File: config.mk
export PLATFORM = sky130hd
export DESIGN_NAME = writeback_unit_flat
export DESIGN_NICKNAME = d
export VERILOG_FILES = /design/src/rtl/writeback_unit_pkg.sv /design/src/rtl/writeback_unit_if.sv /design/src/rtl/writeback_unit_load_extender.sv /design/src/rtl/writeback_unit.sv /design/src/flat_wrapper.sv
export SDC_FILE = /design/constraint.sdc
export NUM_CORES = 1
export LEC_CHECK = 0
export ABC_CLOCK_PERIOD_IN_PS = 1690
export BUFFER_PORTS_ARGS = -buffer_cell sky130_fd_sc_hd__clkbuf_2
export CORE_ASPECT_RATIO = 0.7
export CORE_MARGIN = 2
export CORE_UTILIZATION = 42
export CTS_CLUSTER_DIAMETER = 80
export DETAILED_ROUTE_END_ITERATION = 8
export PLACE_DENSITY = 0.8
export SLEW_MARGIN = 20
export SYNTH_ARGS = -nofsm -noshare
export SYNTH_HDL_FRONTEND = slang
export SYNTH_SLANG_ARGS = --single-unit
File: constraint.sdc
create_clock -name clk -period 1.69 [get_ports clk]
set_input_delay 0.0845 -clock clk [delete_from_list [all_inputs] [get_ports clk]]
set_output_delay 0.0845 -clock clk [all_outputs]
set_load 0.02 [all_outputs]
File: src/rtl/writeback_unit_pkg.sv
// Shared definitions for the writeback stage: result-source encodings,
// load funct3 codes and the writeback FSM state type.
package riscv_wb_pkg;

  // wb_sel encodings
  localparam logic [1:0] WB_ALU = 2'd0;
  localparam logic [1:0] WB_MEM = 2'd1;
  localparam logic [1:0] WB_PC4 = 2'd2;
  localparam logic [1:0] WB_IMM = 2'd3;

  // Load funct3 codes
  localparam logic [2:0] F3_LB  = 3'd0;
  localparam logic [2:0] F3_LH  = 3'd1;
  localparam logic [2:0] F3_LW  = 3'd2;
  localparam logic [2:0] F3_LBU = 3'd4;
  localparam logic [2:0] F3_LHU = 3'd5;

  typedef enum logic [1:0] {
    S_IDLE,
    S_MEM_WAIT,
    S_COMMIT
  } wb_state_e;

endpackage

File: src/rtl/writeback_unit_if.sv
// Bus between control/memory and the writeback unit.
//   master: control side, drives the request, operands and memory response.
//   slave : writeback unit, drives register-file write and status.
interface writeback_unit_if;
  logic        wb_start;
  logic [1:0]  wb_sel;
  logic [2:0]  funct3;
  logic [4:0]  rd_in;
  logic        rd_write_en;
  logic [31:0] alu_result;
  logic [31:0] pc_plus4;
  logic [31:0] imm;
  logic [31:0] mem_rdata;
  logic        mem_rvalid;
  logic        reg_write;
  logic [4:0]  rd;
  logic [31:0] write_data;
  logic        wb_busy;
  logic        wb_done;
  logic        wb_err;

  modport master (
    output wb_start, wb_sel, funct3, rd_in, rd_write_en,
           alu_result, pc_plus4, imm, mem_rdata, mem_rvalid,
    input  reg_write, rd, write_data, wb_busy, wb_done, wb_err
  );

  modport slave (
    input  wb_start, wb_sel, funct3, rd_in, rd_write_en,
           alu_result, pc_plus4, imm, mem_rdata, mem_rvalid,
    output reg_write, rd, write_data, wb_busy, wb_done, wb_err
  );
endinterface

File: src/rtl/writeback_unit_load_extender.sv
// Combinational load alignment and sign/zero extension.
//   funct3                : load type (LB, LH, LW, LBU, LHU)
//   addr                  : low two bits of the effective address
//   word                  : word-aligned memory data
//   data                  : aligned, extended result
//   misaligned_or_illegal : misaligned halfword/word or unsupported funct3
module load_extender
  import riscv_wb_pkg::*;
(
  input  logic [2:0]  funct3,
  input  logic [1:0]  addr,
  input  logic [31:0] word,
  output logic [31:0] data,
  output logic        misaligned_or_illegal
);

  logic [31:0] lane_word;
  logic [7:0]  byte_val;
  logic [15:0] half_val;

  always_comb begin
    lane_word = word >> {addr, 3'b000};
    byte_val  = lane_word[7:0];
    half_val  = addr[1] ? word[31:16] : word[15:0];
    data      = '0;
    misaligned_or_illegal = 1'b0;
    case (funct3)
      F3_LB:  data = {{24{byte_val[7]}}, byte_val};
      F3_LBU: data = {24'h0, byte_val};
      F3_LH: begin
        data = {{16{half_val[15]}}, half_val};
        misaligned_or_illegal = addr[0];
      end
      F3_LHU: begin
        data = {16'h0, half_val};
        misaligned_or_illegal = addr[0];
      end
      F3_LW: begin
        data = word;
        misaligned_or_illegal = (addr != 2'b00);
      end
      default: misaligned_or_illegal = 1'b1;
    endcase
  end

endmodule

File: src/rtl/writeback_unit.sv
// Writeback stage: selects the result source, waits for load data, aligns
// and extends it, and issues a single-cycle register-file write.
//   clk, rst : clock and asynchronous active-high reset
//   bus      : request/operands/memory response in; reg_write, rd,
//              write_data, wb_busy, wb_done, wb_err out (all registered)
module writeback_unit
  import riscv_wb_pkg::*;
#(
  parameter int unsigned TIMEOUT_CYCLES = 16,
  parameter int unsigned CNT_W          = 5
) (
  input logic            clk,
  input logic            rst,
  writeback_unit_if.slave bus
);

  localparam logic [CNT_W-1:0] CNT_LAST = CNT_W'(TIMEOUT_CYCLES - 1);

  wb_state_e        state_q, state_d;
  logic [CNT_W-1:0] cnt_q, cnt_d;
  logic [4:0]       rd_q, rd_d;
  logic             we_q, we_d;
  logic [2:0]       f3_q, f3_d;
  logic [1:0]       addr_q, addr_d;
  logic [31:0]      data_q, data_d;
  logic             reg_write_q, reg_write_d;
  logic             done_q, done_d;
  logic             err_q, err_d;
  logic             busy_q, busy_d;

  logic [31:0]      ext_data;
  logic             ext_bad;

  load_extender u_ext (
    .funct3                (f3_q),
    .addr                  (addr_q),
    .word                  (bus.mem_rdata),
    .data                  (ext_data),
    .misaligned_or_illegal (ext_bad)
  );

  always_ff @(posedge clk or posedge rst) begin
    if (rst) state_q <= S_IDLE;
    else     state_q <= state_d;
  end

  // Output values are computed one cycle ahead and registered so that the
  // COMMIT-cycle outputs come straight from flops.
  always_comb begin
    state_d     = state_q;
    cnt_d       = cnt_q;
    rd_d        = rd_q;
    we_d        = we_q;
    f3_d        = f3_q;
    addr_d      = addr_q;
    data_d      = data_q;
    reg_write_d = 1'b0;
    done_d      = 1'b0;
    err_d       = 1'b0;
    case (state_q)
      S_IDLE: begin
        if (bus.wb_start) begin
          rd_d   = bus.rd_in;
          we_d   = bus.rd_write_en;
          f3_d   = bus.funct3;
          addr_d = bus.alu_result[1:0];
          if (bus.wb_sel == WB_MEM) begin
            state_d = S_MEM_WAIT;
            cnt_d   = '0;
          end else begin
            state_d     = S_COMMIT;
            reg_write_d = bus.rd_write_en && (bus.rd_in != '0);
            done_d      = 1'b1;
            case (bus.wb_sel)
              WB_PC4:  data_d = bus.pc_plus4;
              WB_IMM:  data_d = bus.imm;
              default: data_d = bus.alu_result;
            endcase
          end
        end
      end
      S_MEM_WAIT: begin
        if (bus.mem_rvalid) begin
          state_d     = S_COMMIT;
          done_d      = 1'b1;
          err_d       = ext_bad;
          reg_write_d = we_q && (rd_q != '0) && !ext_bad;
          if (!ext_bad) data_d = ext_data;
        end else if (cnt_q == CNT_LAST) begin
          state_d = S_COMMIT;
          done_d  = 1'b1;
          err_d   = 1'b1;
        end else begin
          cnt_d = cnt_q + CNT_W'(1);
        end
      end
      S_COMMIT: state_d = S_IDLE;
      default:  state_d = S_IDLE;
    endcase
    busy_d = (state_d != S_IDLE);
  end

  always_ff @(posedge clk or posedge rst) begin
    if (rst) begin
      cnt_q       <= '0;
      rd_q        <= '0;
      we_q        <= 1'b0;
      f3_q        <= '0;
      addr_q      <= '0;
      data_q      <= '0;
      reg_write_q <= 1'b0;
      done_q      <= 1'b0;
      err_q       <= 1'b0;
      busy_q      <= 1'b0;
    end else begin
      cnt_q       <= cnt_d;
      rd_q        <= rd_d;
      we_q        <= we_d;
      f3_q        <= f3_d;
      addr_q      <= addr_d;
      data_q      <= data_d;
      reg_write_q <= reg_write_d;
      done_q      <= done_d;
      err_q       <= err_d;
      busy_q      <= busy_d;
    end
  end

  assign bus.reg_write  = reg_write_q;
  assign bus.rd         = rd_q;
  assign bus.write_data = data_q;
  assign bus.wb_busy    = busy_q;
  assign bus.wb_done    = done_q;
  assign bus.wb_err     = err_q;

endmodule

File: src/flat_wrapper.sv
// flat-port wrapper written by rule: the top's interface ports become plain ports
module writeback_unit_flat import riscv_wb_pkg::*;
#(
  parameter int unsigned TIMEOUT_CYCLES = 16,
  parameter int unsigned CNT_W          = 5
)
  (clk, rst, bus_wb_start, bus_wb_sel, bus_funct3, bus_rd_in, bus_rd_write_en, bus_alu_result, bus_pc_plus4, bus_imm, bus_mem_rdata, bus_mem_rvalid, bus_reg_write, bus_rd, bus_write_data, bus_wb_busy, bus_wb_done, bus_wb_err);
  writeback_unit_if bus_i ();
  input logic clk;
  input logic rst;
  input wire logic [$bits(bus_i.wb_start)-1:0] bus_wb_start;
  input wire logic [$bits(bus_i.wb_sel)-1:0] bus_wb_sel;
  input wire logic [$bits(bus_i.funct3)-1:0] bus_funct3;
  input wire logic [$bits(bus_i.rd_in)-1:0] bus_rd_in;
  input wire logic [$bits(bus_i.rd_write_en)-1:0] bus_rd_write_en;
  input wire logic [$bits(bus_i.alu_result)-1:0] bus_alu_result;
  input wire logic [$bits(bus_i.pc_plus4)-1:0] bus_pc_plus4;
  input wire logic [$bits(bus_i.imm)-1:0] bus_imm;
  input wire logic [$bits(bus_i.mem_rdata)-1:0] bus_mem_rdata;
  input wire logic [$bits(bus_i.mem_rvalid)-1:0] bus_mem_rvalid;
  output wire logic [$bits(bus_i.reg_write)-1:0] bus_reg_write;
  output wire logic [$bits(bus_i.rd)-1:0] bus_rd;
  output wire logic [$bits(bus_i.write_data)-1:0] bus_write_data;
  output wire logic [$bits(bus_i.wb_busy)-1:0] bus_wb_busy;
  output wire logic [$bits(bus_i.wb_done)-1:0] bus_wb_done;
  output wire logic [$bits(bus_i.wb_err)-1:0] bus_wb_err;
  assign bus_i.wb_start = bus_wb_start;
  assign bus_i.wb_sel = bus_wb_sel;
  assign bus_i.funct3 = bus_funct3;
  assign bus_i.rd_in = bus_rd_in;
  assign bus_i.rd_write_en = bus_rd_write_en;
  assign bus_i.alu_result = bus_alu_result;
  assign bus_i.pc_plus4 = bus_pc_plus4;
  assign bus_i.imm = bus_imm;
  assign bus_i.mem_rdata = bus_mem_rdata;
  assign bus_i.mem_rvalid = bus_mem_rvalid;
  assign bus_reg_write = bus_i.reg_write;
  assign bus_rd = bus_i.rd;
  assign bus_write_data = bus_i.write_data;
  assign bus_wb_busy = bus_i.wb_busy;
  assign bus_wb_done = bus_i.wb_done;
  assign bus_wb_err = bus_i.wb_err;
  writeback_unit #(.TIMEOUT_CYCLES(TIMEOUT_CYCLES), .CNT_W(CNT_W)) u_core (.clk(clk), .rst(rst), .bus(bus_i));
endmodule
### After elaboration in Yosys (flattened, before gate mapping)

Index checks and enable logic that the tools add are counted.

* logic and storage cells: 75
* memory bits (read-only): 0
* bits in latches: 0
* output and inout port bits: 41
* memories kept: 0
* memory bits (writable): 0
* bits in registers: 54

* reductions and logical operators: 16
* bitwise operators: 0
* multiply operators: 0
* equal/unequal tests: 16
* shift operators: 1
* add/sub/neg operators: 1
* multiplexer cells: 30
* div/mod/pow operators: 0
* $lt $le $gt $ge: 0

Operator list (count)
* case mux 32 bit (5 select lines): 1
* 2-to-1 mux 32 bit: 4
* case mux 32 bit (2 select lines): 2
* right shift 32 x 5 -> 8 bit: 1
* 2-to-1 mux 5 bit: 4
* 2-to-1 mux 16 bit: 1
* inequality test 2 bit (second input constant): 6
* case mux 5 bit (2 select lines): 1
* AND reduction 5 bit: 2
* nonzero test 5 bit: 2
* 2-to-1 mux 1 bit: 9
* 2-to-1 mux 2 bit: 4
* equality test 3 bit (second input constant): 2
* nonzero test 2 bit: 3
* adder 5 x 1 -> 5 bit (second input constant): 1
* equality test 5 x 4 -> 1 bit (second input constant): 1
* equality test 2 x 1 -> 1 bit (second input constant): 2
* equality test 2 bit (second input constant): 2
* case mux 1 bit (2 select lines): 2
* case mux 2 bit (2 select lines): 1
* OR reduction 2 bit: 2
* equality test 3 x 1 -> 1 bit (second input constant): 1
* equality test 3 x 2 -> 1 bit (second input constant): 1
* logical AND 1 bit: 3
* 6 further kinds: 6

### Longest topological paths before layout

Gate-level depths: netlist of the first run.

* depth after elaboration: 7
* depth in mapped cells: 9

### Modules after synthesis

From an unflattened synthesis of the first run, not the netlist that was laid out.

* cell total of the unflattened synthesis: 375
* area, all modules: 4063.9 um2

Modules (own cells, without submodules)
* writeback_unit: area an instance 3165.5 um2, instances 1, cells each 267
* load_extender: area an instance 898.4 um2, instances 1, cells each 108

### Worst setup path before layout of the first run

No wires, ideal clock.

* kind: register to register
* start: register u_core.addr_q[0]
* end: register u_core.data_q[25] (netlist: u_core.bus.write_data[25])
* library setup time: 0.124 ns
* arrival: 1.669 ns
* clock period less this slack: 1.793 ns
* stages on the path, launching flop included: 9
* setup slack: -0.103 ns
* path through: dfrtp_1 > buf_6 > nor4_4 > o211ai_2 > buf_6 > and2_4 > buf_6 > buf_6 > a211o_1

* longest elaborated chain between the ends: 5

Ends and longest elaborated chain
* start: declaration: line writeback_unit.sv:24 `logic [1:0] addr_q, addr_d;`
* start signal: assignment: line writeback_unit.sv:120 `addr_q <= addr_d;`
* right shift 32 x 5 -> 8 bit: line writeback_unit_load_extender.sv:22 `lane_word = word >> {addr, 3'b000};`
* case mux 32 bit (5 select lines): line writeback_unit_load_extender.sv:27 `case (funct3)`
* 2-to-1 mux 32 bit: line writeback_unit.sv:88 `if (!ext_bad) data_d = ext_data;`
* 2-to-1 mux 32 bit: line writeback_unit.sv:83 `if (bus.mem_rvalid) begin`
* case mux 32 bit (2 select lines): line writeback_unit.sv:60 `case (state_q)`
* end signal: assignment: line writeback_unit.sv:121 `data_q <= data_d;`
* end: declaration: line writeback_unit.sv:25 `logic [31:0] data_q, data_d;`

Several ways; a longest one is shown, not always the timed one. The select of a mux whose other input is x is not followed.
A chain may end at the register's enable or synchronous reset.

### Final worst setup path of the first run

* start: register u_core.f3_q[0]
* end: register u_core.data_q[6] (netlist: u_core.bus.write_data[6])

* longest elaborated chain between the ends: 5

Ends and longest elaborated chain
* start: declaration: line writeback_unit.sv:23 `logic [2:0] f3_q, f3_d;`
* start signal: assignment: line writeback_unit.sv:108 `f3_q <= '0;`
* start signal: assignment: line writeback_unit.sv:119 `f3_q <= f3_d;`
* equality test 3 bit (tied with other cells): line writeback_unit_load_extender.sv:27
* OR reduction 2 bit (no line) or case mux 32 bit (5 select lines) (tied branches)
* case mux 1 bit (3 select lines) or 2-to-1 mux 32 bit (tied branches): line writeback_unit_load_extender.sv:27, writeback_unit.sv:88
* inequality test 2 bit (no line) or 2-to-1 mux 32 bit (tied branches)
* AND reduction 5 bit (no line) or case mux 32 bit (2 select lines) (tied branches)

Several ways; a longest one is shown, not always the timed one. The select of a mux whose other input is x is not followed.

==> impl_metrics.csv, run 1 <==
group,metric,value,unit
status,outcome,"finished with violations",
status,violations,"setup timing",
die,io_pins,184,
sta,max-slew-margin-rel,65.7,%
critical_path,crit_path_top_delay_cell,"dfrtp_2",
synthesis,synth_warnings,0,
sta,setup_viol,23,
critical_path,crit_arrival,1.94,ns
sta,whs,0.00182,ns
synthesis,synth_edf_count,0,
critical_path,path_cells,"buf_4, nor2b_4, o21bai_4, a221o_1, a21oi_1, o21ai_1",
pwr,power_density,1110,nW/um^2
synthesis,seq_area_frac_synth,37.5,%
layout,nets,774,
routing,drt_pass1_iterations,5,
die,start_util,42.9,%
grt,grt_pass1_vias,3690,
critical_path,critPathBufInv,1,
cts,clk_pin_slew,0.07,ns
layout,seqCellArea,1360,um^2
synthesis,ys.flop_type,"dfrtp_1",
sta,maxSlewViolCount,0,
critical_path,worstSetupPathType,"reg -> reg",
die,core,8410,um^2
placed_design,dp.cells,715,
layout,insertedDiodeCount,0,
critical_path,critPathRequiredTime,1.87,ns
layout,mostFrequentLayoutCell,"clkbuf_2",
layout,drive_gt1_share,44.1,%
die,rows,28,
run,maxCapViolations,0,
layout,nFillCells,692,
layout,layoutNonFillerInstCount,735,
synthesis,synth_area,3610,um^2
layout,area_growth,46.4,%
sta,rsz0062_at_grt,"true",
cts,cts_tree,"done",
sta,tightest_slew,0.514,ns
sta,fmax,568,MHz
die,dieArea,9360,um^2
layout,fin_area,5280,um^2
cts,root_buffer,"clkbuf_16",
pwr,p_leak,2.67,nW
synthesis,syn-num-nets,573,
cts,clock_latency,0.30,ns
placed_design,hpwl,9.57,mm
critical_path,critPathMaxFanout,7,
critical_path,crit_path_end_kind,"register",
grt,grt_first_pass_wirelength,18.3,mm
die,die_w,115,um
sta,finalCritPeriodShare,104,%
cts,cts_sinks,54,
critical_path,cp-start-kind,"register",
sta,skew,0.00505,ns
routing,vias,4145,
routing,drtIter0Drc,305,
routing,ant_nets,0,
grt,antenna_found_initial,0,
cts,numCtsBuffers,5,
sta,period_needed,1.76,ns
layout,most-common-layout-cells,"clkbuf_2, nand2_1, nor2_1, dfrtp_1, mux2i_1",
placed_design,place.port_buffers,183,
sta,setup_ws,-0.0701,ns
cts,clockBufferDepth,2,
routing,wirelength,12.9,mm
synthesis,ys_ff_latch,54,
grt,grt-ovfl-total,0,
synthesis,yosysUniqueCellTypes,47,
routing,wl_per_cell,17.5,um
grt,grt_max_degree,43,
layout,multiInputGateArea,2230,um^2
placed_design,place_area,4780,um^2
worst_hold_path,hold_class,"in -> reg",
sta,hold_violations,0,
placed_design,routabilityCongestion,0.936,
synthesis,synth_cells,428,
routing,drc,0,
synthesis,syn_area_per_cell,8.43,um^2
pwr,ir_drop,0.606,mV
die,die_h,81.5,um
synthesis,async_flop_share,100,%
grt,grtUsageTotal,25.0,%
placed_design,detailedPlace.worstSlack,-0.120,ns
critical_path,critical-path-max-stage-delay,0.46,ns
critical_path,critical_path.top_delay_family,"compound AO/OA/AOI/OAI gates",
cts,htreeDepth,2,
routing,vias_per_cell,5.64,
synthesized netlist by cell type (2+ instances only):
master / number / area [um^2]
a211o_1: 9 / 78.8
a211oi_1: 7 / 52.6
a21boi_0: 7 / 52.6
a21oi_1: 26 / 130
a221o_1: 7 / 70.1
a22oi_1: 7 / 52.6
a31oi_1: 10 / 62.6
buf_1: 2 / 7.51
buf_2: 7 / 35.0
buf_4: 2 / 15.0
buf_6: 5 / 56.3
clkbuf_1: 18 / 67.6
dfrtp_1: 54 / 1350
ha_1: 2 / 25.0
inv_1: 2 / 7.51
mux2_2: 7 / 78.8
mux2i_1: 33 / 330
nand2_1: 70 / 263
nand2b_1: 3 / 18.8
nand3_1: 9 / 45.0
nor2_1: 50 / 188
nor2b_1: 3 / 18.8
nor3_1: 2 / 10.0
nor3b_2: 2 / 25.0
o21ai_0: 29 / 145
o21ai_1: 23 / 115
o22a_1: 7 / 61.3
o22ai_1: 2 / 12.5
or2_1: 2 / 12.5
or2_2: 2 / 12.5
or4_1: 2 / 15.0
xor2_1: 2 / 17.5
report_power, final:
part           total, W  internal [W]  switching [W]
Sequential      0.00189       0.00162       0.000261
Combinational   0.00258       0.00111        0.00147
Clock           0.00138      0.000890       0.000490
Total           0.00584       0.00362        0.00222
kinds of logic (layout without fill, tap and decap cells):
| group | after synthesis | after routing | share of synthesized area [%] |
|---|---|---|---|
| flip-flops | 54 | 54 | 37.5 |
| AO/OA/AOI/OAI | 141 | 141 | 25.4 |
| AND/OR/NAND/NOR | 152 | 155 | 19.0 |
| XOR/XNOR | 2 | 2 | 0.486 |
| multiplexers | 41 | 41 | 11.7 |
| buffers and inverters | 36 | 235 | 5.24 |
| adder cells (fa/ha/maj) | 2 | 2 | 0.694 |
layout make-up:
type                       count  share of cell area, %
multi-input combinational    341                   42.2
timing repair buffer         225                   25.7
tap                          105                   2.49
clock buffer                   6                   2.63
sequential                    54                   25.7
inverter                       2                  0.142
clock inverter                 2                   1.14
timing repair:
item / CTS / global route
endpoints found under the hold margin: 25 / 0
gates resized for setup: 11 / 36
hold buffers: 5 / 0
setup endpoints to repair: 33 / 34
cloned: 0 / 4
setup buffers: 0 / 3
pin swaps: 3 / 16
per-layer routing:
layer	wire (um)	up-vias	global-route usage, %
li1	-	1938	-
met1	5400	1954	33.0
met2	6120	225	41.9
met3	1110	28	5.76
met4	226	0	6.51
met5	0	-	0
sequential cells by signal, indices dropped and copies added, names as in the netlist:
register,cells
u_core.bus.wb_err,1
u_core.cnt_q,5
u_core.bus.wb_busy,1
u_core.f3_q,3
u_core.bus.write_data,32
u_core.state_q,2
u_core.addr_q,2
u_core.bus.reg_write,1
u_core.bus.rd,5
u_core.bus.wb_done,1
u_core.we_q,1
path summary, 6_finish.rpt:
path                                      from  slack (ns)                   endpoint  depth (start not counted)
worst min register to register     u_core.we_q        0.48                u_core.we_q                          2
min in group asynchronous                  rst        0.34  u_core.bus.write_data[30]                          3
max in group asynchronous                  rst        0.78             u_core.f3_q[2]                          4
worst max-delay path            u_core.f3_q[0]       -0.07   u_core.bus.write_data[6]                          6
worst max register to register  u_core.f3_q[0]       -0.07   u_core.bus.write_data[6]                          6
worst min-delay path              bus_rd_in[4]       0.002           u_core.bus.rd[4]                          3
worst reg2reg max path: stages, from the launching register on:
cell and delay (ns):
dfrtp_2 0.46, buf_4 0.18, nor2b_4 0.19, o21bai_4 0.11, a221o_1 0.39, a21oi_1 0.24
o21ai_1 0.08
stage by stage:
stage | utilization (%) | setup TNS [ns] | total power, W
after floorplan | - | -0.648 | 0.00325
after global placement | 56.9 | -0.0690 | 0.00409
after detailed placement | 56.9 | -0.805 | 0.00416
after CTS | 60.3 | 0 | 0.00557
after global routing | 62.8 | -2.10 | 0.00612
final | 62.8 | -0.440 | 0.00584
Power figures use the tool's default switching activity.
==> run 2, diff against run 1 <==
--- a/config.mk
+++ b/config.mk
@@ -9,10 +9,12 @@
 export BUFFER_PORTS_ARGS = -buffer_cell sky130_fd_sc_hd__clkbuf_2
 export CORE_ASPECT_RATIO = 0.7
 export CORE_MARGIN = 2
-export CORE_UTILIZATION = 42
+export CORE_UTILIZATION = 43
+export CTS_BUF_LIST = sky130_fd_sc_hd__clkbuf_4
 export CTS_CLUSTER_DIAMETER = 80
 export DETAILED_ROUTE_END_ITERATION = 8
-export PLACE_DENSITY = 0.8
+export PLACE_DENSITY = 0.81
+export SETUP_SLACK_MARGIN = 0.2
 export SLEW_MARGIN = 20
 export SYNTH_ARGS = -nofsm -noshare
 export SYNTH_HDL_FRONTEND = slang
==> impl_metrics.csv, run 2 (synthesis results as in run 1) <==
group,metric,value,unit
run,maxCapViolations,0,
die,io_pins,184,
layout,nets,786,
die,die_h,80.6,um
layout,most-common-layout-cells,"clkbuf_2, nand2_1, dfrtp_1",
status,violations,"hold timing, setup timing",
grt,grt_max_degree,52,
layout,layoutNonFillerInstCount,743,
routing,vias,4278,
critical_path,worstSetupPathType,"reg -> reg",
layout,drive_gt1_share,47.5,%
sta,maxSlewViolCount,0,
grt,antenna_found_initial,0,
placed_design,dp.cells,701,
grt,grtUsageTotal,26.8,%
critical_path,crit_path_end_kind,"register",
sta,period_needed,1.84,ns
layout,largest_reg_flops,32,
placed_design,routabilityCongestion,1.03,
layout,nFillCells,635,
die,dieArea,9150,um^2
sta,fin_tns_setup,-0.790,ns
pwr,ir_drop,0.477,mV
placed_design,hpwl,9.48,mm
grt,grt-ovfl-total,0,
routing,drt_pass1_iterations,5,
pwr,power_density,997,nW/um^2
die,start_util,45.1,%
routing,wirelength,13.7,mm
sta,max-slew-margin-rel,69.2,%
status,outcome,"finished with violations",
sta,rsz0062_at_grt,"true",
placed_design,detailedPlace.worstSlack,-0.0437,ns
pwr,p_leak,2.66,nW
grt,grt_pass1_vias,3918,
cts,cts_tree,"done",
cts,clock_latency,0.41,ns
placed_design,place.port_buffers,183,
routing,vias_per_cell,5.76,
layout,area_growth,51.8,%
cts,cts_sinks,54,
sta,whs,-0.00492,ns
sta,setup_viol,21,
worst_hold_path,hold_class,"in -> reg",
critical_path,cp-start-kind,"register",
sta,fmax,545,MHz
layout,mostFrequentLayoutCell,"clkbuf_2",
critical_path,crit_arrival,2.13,ns
routing,wl_per_cell,18.5,um
routing,drtIter0Drc,359,
cts,numCtsBuffers,5,
sta,tightest_slew,0.459,ns
die,die_w,113,um
sta,finalCritPeriodShare,109,%
sta,hold_violations,2,
cts,clk_pin_slew,0.15,ns
pwr,finalPower,0.00546,W
routing,ant_nets,0,
cts,root_buffer,"clkbuf_4",
grt,grt_first_pass_wirelength,19.2,mm
sta,setup_ws,-0.145,ns
cts,htreeDepth,2,
die,rows,27,
die,core,8010,um^2
critical_path,critPathRequiredTime,1.99,ns
cts,clockBufferDepth,2,
layout,insertedDiodeCount,0,
sta,skew,0.0225,ns
routing,drc,0,
critical_path,critPathMaxFanout,7,
==> run 2: metal layers <==
layer  wire length (um)  up-vias  track usage (%)
met1               5550     1985             35.8
met3               1360       33             5.21
met4                352        0             7.56
met2               6470      289             44.4
li1                   -     1971                -
met5                  0        -                0
==> run 2: path summary, 6_finish.rpt <==
check                           slack, ns              start  cells past startpoint                         to
worst max-delay path                -0.15   u_core.addr_q[1]                      6  u_core.bus.write_data[21]
worst min-delay path               -0.005  bus_mem_rdata[20]                      3  u_core.bus.write_data[20]
worst max register to register      -0.15   u_core.addr_q[1]                      6  u_core.bus.write_data[21]
worst min register to register       0.50        u_core.we_q                      2                u_core.we_q
max in group asynchronous            0.94                rst                      4  u_core.bus.write_data[16]
min in group asynchronous            0.20                rst                      3             u_core.f3_q[0]
==> run 2: report_power, final <==
group          internal, W  switching [W]  total, W
combinational      0.00120        0.00155   0.00275
clock             0.000328       0.000455  0.000784
sequential         0.00162       0.000303   0.00192
==> run 2: layout make-up <==
class                   instances  area (um^2)  share of cell area (%)
clock buffers                   6         45.0                   0.823
clock inverters                 2         37.5                   0.686
inverters                       2         7.51                   0.137
multi-input cells             339         2420                    44.3
flip-flops and latches         54         1360                    24.8
well taps                     101          126                    2.31
repair buffers                239         1480                    27.0
==> run 2: repair_timing <==
action	in CTS	in global routing
setup endpoints to repair	37	37
gates resized for setup	22	72
endpoints found under the hold margin	33	2
cloned	2	2
hold buffers	14	2
setup buffers	4	10
pin swaps	11	36
==> run 2: critical path, stage by stage, from the launching register on <==
cell and delay, ns:
dfrtp_2 0.55, mux2i_4 0.33, o21ai_1 0.12, nand3b_1 0.21, buf_6 0.16, a21boi_0 0.28
o21ai_1 0.09
==> run 2: per-stage QoR <==
| stage | util [%] | area (um^2) |
|---|---|---|
| floorplan | - | 3660 |
| global placement | 58.8 | 4710 |
| detailed placement | 58.8 | 4710 |
| CTS | 63.1 | 5050 |
| global route | 68.4 | 5480 |
| finish | 68.4 | 5480 |
==> run 3, diff against run 2 <==
--- a/config.mk
+++ b/config.mk
@@ -9,7 +9,7 @@
 export BUFFER_PORTS_ARGS = -buffer_cell sky130_fd_sc_hd__clkbuf_2
 export CORE_ASPECT_RATIO = 0.7
 export CORE_MARGIN = 2
-export CORE_UTILIZATION = 43
+export CORE_UTILIZATION = 44
 export CTS_BUF_LIST = sky130_fd_sc_hd__clkbuf_4
 export CTS_CLUSTER_DIAMETER = 80
 export DETAILED_ROUTE_END_ITERATION = 8
@@ -18,4 +18,5 @@
 export SLEW_MARGIN = 20
 export SYNTH_ARGS = -nofsm -noshare
 export SYNTH_HDL_FRONTEND = slang
+export SYNTH_HIERARCHICAL = 1
 export SYNTH_SLANG_ARGS = --single-unit
==> impl_metrics.csv, run 3 <==
group,metric,value,unit
grt,grt-ovfl-total,0,
sta,setup_viol,34,
die,start_util,45.0,%
placed_design,hpwl,10.6,mm
synthesis,synth_cells,375,
critical_path,crit_path_end_kind,"register",
routing,drtIter0Drc,482,
placed_design,detailedPlace.worstSlack,-0.366,ns
cts,numCtsBuffers,5,
die,rows,29,
routing,ant_nets,0,
die,die_w,119,um
pwr,p_leak,2.93,nW
grt,use_met1,38.5,%
grt,grt_first_pass_wirelength,21.6,mm
pwr,p_clk_share,11.2,%
synthesis,ys_ff_latch,54,
sta,maxSlewViolCount,0,
placed_design,dp.cells,694,
sta,skew,0.00972,ns
layout,insertedDiodeCount,0,
sta,period_needed,2.09,ns
worst_hold_path,hold_class,"in -> reg",
layout,largest_reg_flops,32,
routing,wirelength,14.6,mm
routing,drt_pass1_iterations,5,
cts,clockBufferDepth,2,
cts,cts_tree,"done",
pwr,p_comb_share,58.6,%
critical_path,cp-start-kind,"register",
synthesis,synth_edf_count,0,
layout,layoutNonFillerInstCount,736,
synthesis,yosysUniqueCellTypes,52,
die,die_h,84.4,um
die,dieArea,10000,um^2
layout,final_core_util,67.0,%
placed_design,place.port_buffers,183,
sta,tightest_slew,0.456,ns
cts,root_buffer,"clkbuf_4",
pwr,ir_drop,0.472,mV
routing,wl_per_cell,19.9,um
synthesis,synth_top_area_cell,"dfrtp_1",
sta,fin_tns_setup,-11.69,ns
grt,use_met2,44.1,%
status,violations,"setup timing",
synthesis,synth.mux.area_fraction,25.9,%
pwr,switchingPower,0.00258,W
synthesis,synthTopCellsByArea,"dfrtp_1, mux2_4, mux2i_1",
critical_path,worstSetupPathType,"reg -> reg",
pwr,power_density,1060,nW/um^2
pwr,sw_frac_of_total,40.1,%
sta,finalCritPeriodShare,124,%
synthesis,seq_area_frac_synth,33.3,%
cts,htreeDepth,2,
status,outcome,"finished with violations",
sta,setup_ws,-0.402,ns
synthesis,ys.flop_type,"dfrtp_1",
placed_design,routabilityCongestion,0.992,
synthesis,syn_area_per_cell,10.8,um^2
sta,whs,0.0501,ns
pwr,seqPwrFrac,30.1,%
critical_path,critPathMaxFanout,11,
synthesis,synth_compound_area_share,25.8,%
synthesis,synth_warnings,6,
die,core,9030,um^2
synthesis,synth_commonest_cells,"dfrtp_1, a22oi_1, o21ai_0, mux2i_1, mux2_4",
synthesis,yosys.cell_count.top_type,"dfrtp_1",
layout,area_growth,48.9,%
die,io_pins,184,
synthesis,syn-num-nets,521,
layout,nets,758,
synthesis,async_flop_share,100,%
grt,grt_pass1_vias,3981,
sta,fmax,478,MHz
routing,vias,4226,
layout,most-common-layout-cells,"clkbuf_2, dfrtp_1, buf_4",
sta,rsz0062_at_grt,"true",
synthesis,synth_simple_gate_area_share,7.70,%
layout,drive_gt1_share,59.2,%
cts,clock_latency,0.38,ns
sta,max-slew-margin-rel,69.6,%
synthesis,synthAdderAreaFrac,0.924,%
grt,antenna_found_initial,0,
critical_path,critPathRequiredTime,1.98,ns
run,maxCapViolations,0,
critical_path,crit_arrival,2.38,ns
routing,drc,0,
cts,cts_sinks,54,
grt,gr-max-usage-layer,"met2",
sta,hold_violations,0,
routing,vias_per_cell,5.74,
grt,grt_max_degree,37,
synthesis,synth_xor_xnor_area_share,0,%
cts,clk_pin_slew,0.16,ns
grt,grtUsageMet3,5.64,%
pwr,p_int,0.00386,W
synthesis,synth_area,4060,um^2
synthesis,synth_top_area_share,33.3,%
layout,mostFrequentLayoutCell,"clkbuf_2",
grt,grtUsageTotal,27.4,%
synthesis,synth_top_family_by_area,"multiplexers",
## run 3: metal layers
metal / vias up / part of all wire [%]
li1: 1925 / -
met1: 2025 / 44
met2: 247 / 46
met3: 29 / 8.0
met4: 0 / 1.7
met5: - / 0
## run 3: kinds of logic after synthesis
group	after synthesis
flip-flops	54
AND/OR/NAND/NOR	52
AO/OA/AOI/OAI	137
multiplexers	86
adder cells (fa/ha/maj)	3
buffers and inverters	43
## run 3: per-stage QoR
stage | power (W) | instance area [um^2]
6_report | 0.00644 | 6050
5_1_grt | 0.00673 | 6050
4_1_cts | 0.00612 | 5840
3_5_place_dp | 0.00512 | 5370
3_3_place_gp | 0.00504 | 5370
2_1_floorplan | 0.00401 | 4110
## run 3: final timing paths
check | start | endpoint | slack (ns) | depth (start not counted)
max in group asynchronous | rst | u_core/state_q[0] | 0.90 | 4
worst max-delay path | u_core/addr_q[1] | u_core/bus.write_data[19] | -0.40 | 8
worst min register to register | u_core/we_q | u_core/we_q | 0.52 | 1
min in group asynchronous | rst | u_core/bus.write_data[19] | 0.23 | 3
worst max register to register | u_core/addr_q[1] | u_core/bus.write_data[19] | -0.40 | 8
worst min-delay path | bus_alu_result[0] | u_core/addr_q[0] | 0.05 | 2
## run 3: repair_timing
item / CTS / global route
setup buffers: 15 / 3
resized for setup: 25 / 38
hold endpoints to repair: 29 / 0
endpoints found under the setup margin: 51 / 53
hold buffers: 11 / 0
pin swaps: 8 / 15
cloned: 3 / 3
## run 3: final cells by class
class | count | area (um^2)
clock buffers | 5 | 37.5
clock inverters | 2 | 33.8
fillers | 682 | 2980
inverters | 8 | 30.0
multi-input cells | 278 | 2620
flip-flops and latches | 54 | 1360
well taps | 124 | 155
repair buffers | 265 | 1820
## run 3: power by group through the flow
stage          clock (W)  combinational (W)  sequential, W
3_3_place_gp           0            0.00308        0.00196
4_1_cts         0.000743            0.00344        0.00194
5_1_grt         0.000774            0.00396        0.00199
3_5_place_dp           0            0.00316        0.00196
6_report        0.000722            0.00378        0.00194
2_1_floorplan          0            0.00171        0.00230
## run 3: worst max-delay path: stages (launching register included)
cell and delay (ns):
dfrtp_2 0.46, buf_4 0.15, mux2_4 0.34, buf_12 0.16
a22oi_1 0.24, a211oi_2 0.12, a22oi_1 0.18, o21ai_0 0.10
mux2_4 0.26
